File: src/rtl/if_fetch_stage.sv
// Instruction-fetch stage: owns the fetch PC, addresses instruction memory and
// loads the IF/ID register, honouring hazard stalls/flushes and execute redirects.
module if_fetch_stage #(
  parameter logic [31:0] RESET_PC  = 32'h0000_0000,
  parameter logic [31:0] NOP_INSTR = 32'h0000_0013
) (
  input  logic        clk,
  input  logic        rst_n,
  input  logic        stall_f,
  input  logic        stall_d,
  input  logic        flush_d,
  input  logic        pc_src_e,
  input  logic [31:0] pc_target_e,
  output logic [31:0] imem_addr,
  input  logic [31:0] imem_instr,
  output logic [31:0] pc_f,
  output logic [31:0] instr_d,
  output logic [31:0] pc_d,
  output logic [31:0] pc_plus4_d,
  output logic        valid_d,
  output logic        misalign_d,
  output logic [31:0] fetch_count
);

  typedef enum logic {BOOT, RUN} state_t;

  state_t      state_q;
  state_t      state_nxt;
  logic        run;
  logic        capture;
  logic        misalign_hit;
  logic [31:0] pc_plus4_f;
  logic [31:0] pc_nxt;

  always_ff @(posedge clk or negedge rst_n) begin
    if (!rst_n) state_q <= BOOT;
    else        state_q <= state_nxt;
  end

  // BOOT exists only to give one quiet cycle after reset release.
  always_comb begin
    state_nxt = state_q;
    run       = 1'b0;
    case (state_q)
      BOOT:    state_nxt = RUN;
      RUN:     run = 1'b1;
      default: state_nxt = BOOT;
    endcase
  end

  assign imem_addr    = pc_f;
  assign pc_plus4_f   = pc_f + 32'd4;
  assign capture      = run && !flush_d && !stall_d;
  assign misalign_hit = run && pc_src_e && (pc_target_e[1:0] != 2'b00);

  // Redirect beats stall; a redirect target is always forced to a word boundary.
  always_comb begin
    pc_nxt = pc_f;
    if (run) begin
      if (pc_src_e)     pc_nxt = {pc_target_e[31:2], 2'b00};
      else if (!stall_f) pc_nxt = pc_plus4_f;
    end
  end

  // ---- IF stage: program counter ----
  always_ff @(posedge clk or negedge rst_n) begin
    if (!rst_n) begin
      pc_f       <= RESET_PC;
      misalign_d <= 1'b0;
    end else begin
      pc_f <= pc_nxt;
      if (misalign_hit) misalign_d <= 1'b1;
    end
  end

  // ---- IF/ID boundary ----
  always_ff @(posedge clk or negedge rst_n) begin
    if (!rst_n) begin
      instr_d     <= NOP_INSTR;
      pc_d        <= 32'd0;
      pc_plus4_d  <= 32'd0;
      valid_d     <= 1'b0;
      fetch_count <= 32'd0;
    end else if (run) begin
      if (flush_d) begin
        instr_d    <= NOP_INSTR;
        pc_d       <= 32'd0;
        pc_plus4_d <= 32'd0;
        valid_d    <= 1'b0;
      end else if (capture) begin
        instr_d     <= imem_instr;
        pc_d        <= pc_f;
        pc_plus4_d  <= pc_plus4_f;
        valid_d     <= 1'b1;
        fetch_count <= fetch_count + 32'd1;
      end
    end
  end

endmodule

File: config.mk
export PLATFORM = sky130hd
export DESIGN_NAME = if_fetch_stage
export DESIGN_NICKNAME = d
export VERILOG_FILES = /design/src/rtl/if_fetch_stage.sv
export SDC_FILE = /design/constraint.sdc
export NUM_CORES = 1
export LEC_CHECK = 0
export ABC_AREA = 1
export BUFFER_PORTS_ARGS = -buffer_cell sky130_fd_sc_hd__buf_2
export CORE_ASPECT_RATIO = 2
export CORE_MARGIN = 5
export CORE_UTILIZATION = 55
export DETAILED_ROUTE_END_ITERATION = 7
export PLACE_DENSITY = 0.86
export SYNTH_ARGS = -nofsm -noshare
export SYNTH_HDL_FRONTEND = slang
export SYNTH_SLANG_ARGS = --single-unit
File: constraint.sdc
create_clock -name clk -period 2.2 [get_ports clk]
set_input_delay 0 -clock clk [delete_from_list [all_inputs] [get_ports clk]]
set_output_delay 0 -clock clk [all_outputs]
set_load 0.02 [all_outputs]
; Yosys cells after proc, flatten, opt, wreduce, memory -nomap -nowiden
; Cells that the tools add are included.
[totals]
regBits = 163
wordCells = 34
[op_classes]
add_sub_neg = 2
n_eq_ne = 1
n_mux = 11
bitwise = 1
n_reduce_logical = 11
[op_table]
columns = operator, n
row1 = $mux W32, 8
row2 = $add A32 B1 Y32 const B, 1
row3 = $add A32 B3 Y32 const B, 1
row4 = $logic_and A1 B1 Y1, 4
row5 = $reduce_and A2 Y1, 2
row6 = $reduce_bool A2 Y1, 2
row7 = $mux W1, 3
row8 = $reduce_and A3 Y1, 1
row9 = $logic_not A1 Y1, 2
row10 = $ne A2 B1 Y1 const B, 1
row11 = $not A1 Y1, 1

; Logic depth before layout (Yosys ltp)
[logic_depth]
ltp_word = 5
ltp_mapped = 10
ltp_nobuf = 10

; Least setup slack after synthesis
; Ideal clock, no wire load.
[synth_timing]
kind = flip-flop to flip-flop
from = reg pc_f[2], in the netlist imem_addr[2]
to = reg pc_f[26], in the netlist imem_addr[26]
setup_ps = 117
arrival_ps = 1544
t_required_ps = 2083
path_slack_ps = 539
path_stages_with_launch = 11
n_path_buf = 0
synth_period_minus_slack_ps = 1661
path_cell_list = dfrtp_1 ha_1 nand2_1 nor2_1 nand2_1 nor2_2 nand2_1 nand2_1 nand3_1 nand2_1 nand2_1
[synth_between]
elab_chain_cells = 3
[synth_rtl]
columns = element, line_no
row1 = from (decl), 16  ; output logic [31:0] pc_f,
row2 = from (signal assigned), 71  ; pc_f <= pc_nxt;
row3 = $add A32 B3 Y32, 52  ; assign pc_plus4_f = pc_f + 32'd4;
row4 = $mux W32, 61  ; else if (!stall_f) pc_nxt = pc_plus4_f;
row5 = $mux W32, 60  ; if (pc_src_e) pc_nxt = {pc_target_e[31:2], 2'b00};
; Every way passes these cells. The select of a mux whose other input is x is not followed.
; A chain may end at the register's enable or synchronous reset.

; Final worst setup path
[layout_timing]
from = reg pc_f[2], in the netlist imem_addr[2]
to = reg pc_plus4_d[18]
[layout_between]
elab_chain_cells = 3
[layout_rtl]
columns = element, line_no
row1 = $add A32 B3 Y32, 52
row2 = $mux W32, 90  ; end else if (capture) begin
row3 = $mux W32, 85  ; if (flush_d) begin
row4 = to (signal assigned), 93  ; pc_plus4_d <= pc_plus4_f;
row5 = to (decl), 19  ; output logic [31:0] pc_plus4_d,
; Every way passes these cells. The select of a mux whose other input is x is not followed.

==> results.yml <==
clock_network:
  clock_sinks: 158
  tritoncts: "built"
  cts_buffers: 17
  clk_latency_ns: 0.41
  cts-htree-levels: 4
  clk_pin_slew_worst_paths_ns: 0.07
  clockBufferDepth: 2
  root_buffer: "clkbuf_16"
job:
  maxCapViolCount: 0
sta:
  drv_slew: 0
  setup_viol_count_final: 0
  tightest_slew_ns: 0.664
  final.setup_skew_ns: 0.0156
  fin_crit_ns: 1.88
  setup_slack_ns: 0.320
  clock.fmax_mhz: 532
  hold_viol_final: 0
  relSlewSlack: 0.557
  finalSetupTns_ns: 0
  min_period_over_period: 0.855
  rsz0062_at_grt: "false"
critical_path:
  cpPeakStageDelay_ns: 0.43
  crit_path_max_fanout: 7
  crit_chain: "ha_1 -> nand2_1 -> nor2_1 -> nand2_1 -> nor2_2 -> nand2_1 -> and2_1 -> o21ai_1"
  cp_top_family: "simple AND/OR/NAND/NOR gates"
  start_kind: "flop"
  cp_data_arrival_time_ns: 2.21
  critPathSlowestCell: "dfrtp_1"
  path_buf_inv: 0
  endpoint_kind: "flop"
  required_ns: 2.53
  critPathKind: "flop to flop"
  cpMostUsedCell: "nand2_1"
logic_synthesis:
  syn_inst: 984
  synth_top_family_by_area: "simple AND/OR/NAND/NOR gates"
  synth.distinct_cells: 31
  synth-simple-area-share: 0.278
  yosysMostFrequentCell: "nand2_1"
  netlist_area_mm2: 0.00780
  yosys.area_share.adder: 0.00321
  synth_top_area_cell: "dfrtp_1"
  synth_edf_count: 0
  ys_async_sr_fraction: 1.00
  synth-xor-area-share: 0.0315
  ys_top_cells_by_area: "dfrtp_1 50%, nand2_1 16%, nor2_1 6.5%"
  syn_avg_cell_area_um2: 7.92
  synthFlopType: "dfrtp_1"
  synth_compound_area_frac: 0.0971
  ys_seq_elements: 158
  muxShareOfSynthArea: 0
  synth_top_area_share: 0.497
  synth-seq-area-share: 0.508
  synthTopCellsByCount: "341 x nand2_1, 155 x dfrtp_1, 136 x nor2_1"
  synth-warning-count: 0
power:
  switching_share: 0.341
  p_sw_mw: 2.96
  p_seq_frac: 0.412
  internal_power_mw: 5.72
  power_density_mw_per_mm2: 838
  p_clk_frac: 0.351
  leakagePower_nw: 5.47
  ir_worst_vdd_mv: 0.596
  power_frac_comb: 0.237
floorplanning:
  start_util: 0.561
  die_x_um: 94.2
  coreArea_mm2: 0.0139
  rows: 61
  die_area_mm2: 0.0168
  die_h_um: 178
  io_pins: 264
route:
  vias_per_cell: 5.36
  ant_nets: 0
  drcViolationCount: 0
  drt_iter0_markers: 350
  num_vias: 7914
  routed_wl_um: 25500
  wl_per_cell_um: 17.3
  firstDrtPassIters: 5
grt:
  grt_pass1_wl_um: 40000
  first_global_vias: 7954
  grtUsageTotal: 0.308
  antenna_found_initial: 0
  gr-total-overflow: 0
  grt_max_degree: 69
cells_and_area:
  fill_cells: 1056
  layout-drive-gt1-share: 0.243
  fin_nets: 1347
  seqCellArea_mm2: 0.00396
  multiInputGateArea_mm2: 0.00321
  syn2layout_area_growth_pct: 32.7
  diodes: 0
placed_design:
  post-dp-hpwl_um: 17900
  place.gp.congestion: 0.988
  dp_slack_ns: 0.352
  numPortBuffers: 259
hold_path:
  worstHoldPathType: "input pin to flop"
run_status:
  status: "complete, no violations"
power groups by stage:
stage | logic, mW | clock network (mW) | registers, mW
6_report | 2.05 | 3.05 | 3.57
5_1_grt | 2.23 | 3.20 | 3.61
4_1_cts | 2.04 | 3.08 | 3.56
3_5_place_dp | 1.93 | 0 | 3.61
3_3_place_gp | 1.91 | 0 | 3.59
2_1_floorplan | 0.901 | 0 | 3.93
final cells by class:
cell class / count / share of cell area
flip-flops and latches: 158 / 0.383
multi-input cells: 697 / 0.310
repair buffers: 337 / 0.202
clock buffers: 18 / 0.0415
inverters: 64 / 0.0232
well taps: 189 / 0.0229
clock inverters: 14 / 0.0173
kinds of logic after synthesis:
logic type	after synthesis
and+or+nand+nor	542
DFF	158
buffers and inverters	132
AOI/OAI and AO/OA	120
xor gates and xnor gates	28
adders and majority gates	2
other	2
tightest hold or removal path, delay by kind of cell:
kind,cells,cell delay [ns]
and+or+nand+nor,2,0.20
buffers and inverters,1,0.11
xor gates and xnor gates,1,0.09
routing by layer:
layer,part of all wire,track usage
met2,0.52,0.534
met5,0,0
met1,0.34,0.344
met3,0.072,0.0490
met4,0.069,0.201
flip-flops by register name, summed over array words and instances (netlist names):
signal and count:
pc_d 31, instr_d 32, valid_d 1, pc_plus4_d 30
fetch_count 32, state_q 1, imem_addr 30, misalign_d 1
layout by cell type, fill, tap and decap left out, types with 4 or more instances in the layout:
| cell | netlist | final |
|---|---|---|
| nand3_1 | 39 | 39 |
| dfrtp_1 | 155 | 155 |
| conb_1 | 2 | 5 |
| buf_2 | 4 | 258 |
| xnor2_1 | 12 | 12 |
| nand3b_1 | 8 | 8 |
| a21oi_1 | 7 | 7 |
| and2_1 | 6 | 6 |
| o21ai_0 | 64 | 64 |
| dlygate4sd3_1 | 0 | 66 |
| buf_4 | 37 | 9 |
| o22ai_1 | 4 | 4 |
| a22o_1 | 33 | 33 |
| nand4_1 | 4 | 4 |
| o211ai_1 | 4 | 4 |
| clkbuf_16 | 0 | 17 |
| inv_1 | 60 | 60 |
| xor2_1 | 16 | 16 |
| inv_6 | 0 | 5 |
| nor2_1 | 136 | 136 |
| nand2_1 | 341 | 341 |
path summary, 6_finish.rpt:
path,from,endpoint,slack [ns],cells after the start
worst max-delay path,imem_addr[2],pc_plus4_d[18],0.32,8
worst min-delay path,flush_d,fetch_count[4],0.04,4
worst max register to register,imem_addr[2],pc_plus4_d[18],0.32,8
worst min register to register,pc_plus4_d[16],pc_plus4_d[16],0.47,2
max in group asynchronous,rst_n,pc_d[22],1.29,3
min in group asynchronous,rst_n,pc_d[2],0.15,2
through the flow:
stage               instances  power (mW)  area, µm²   util  hold WS [ns]
floorplan                 987        4.83       7810      -        -0.296
global placement         1379        5.51       9080  0.653        0.0354
detailed placement       1379        5.54       9080  0.653        0.0420
CTS                      1477        8.68      10300  0.745       0.00345
global route             1477        9.05      10300  0.745        0.0554
finish                   1477        8.67      10300  0.745        0.0360
repair_timing:
item	4_1_cts	5_1_grt
hold buffers	66	0
buffers inserted	0	0
gates resized for setup	0	0
endpoints found under the hold margin	129	0
(Power assumes the default switching activity.)
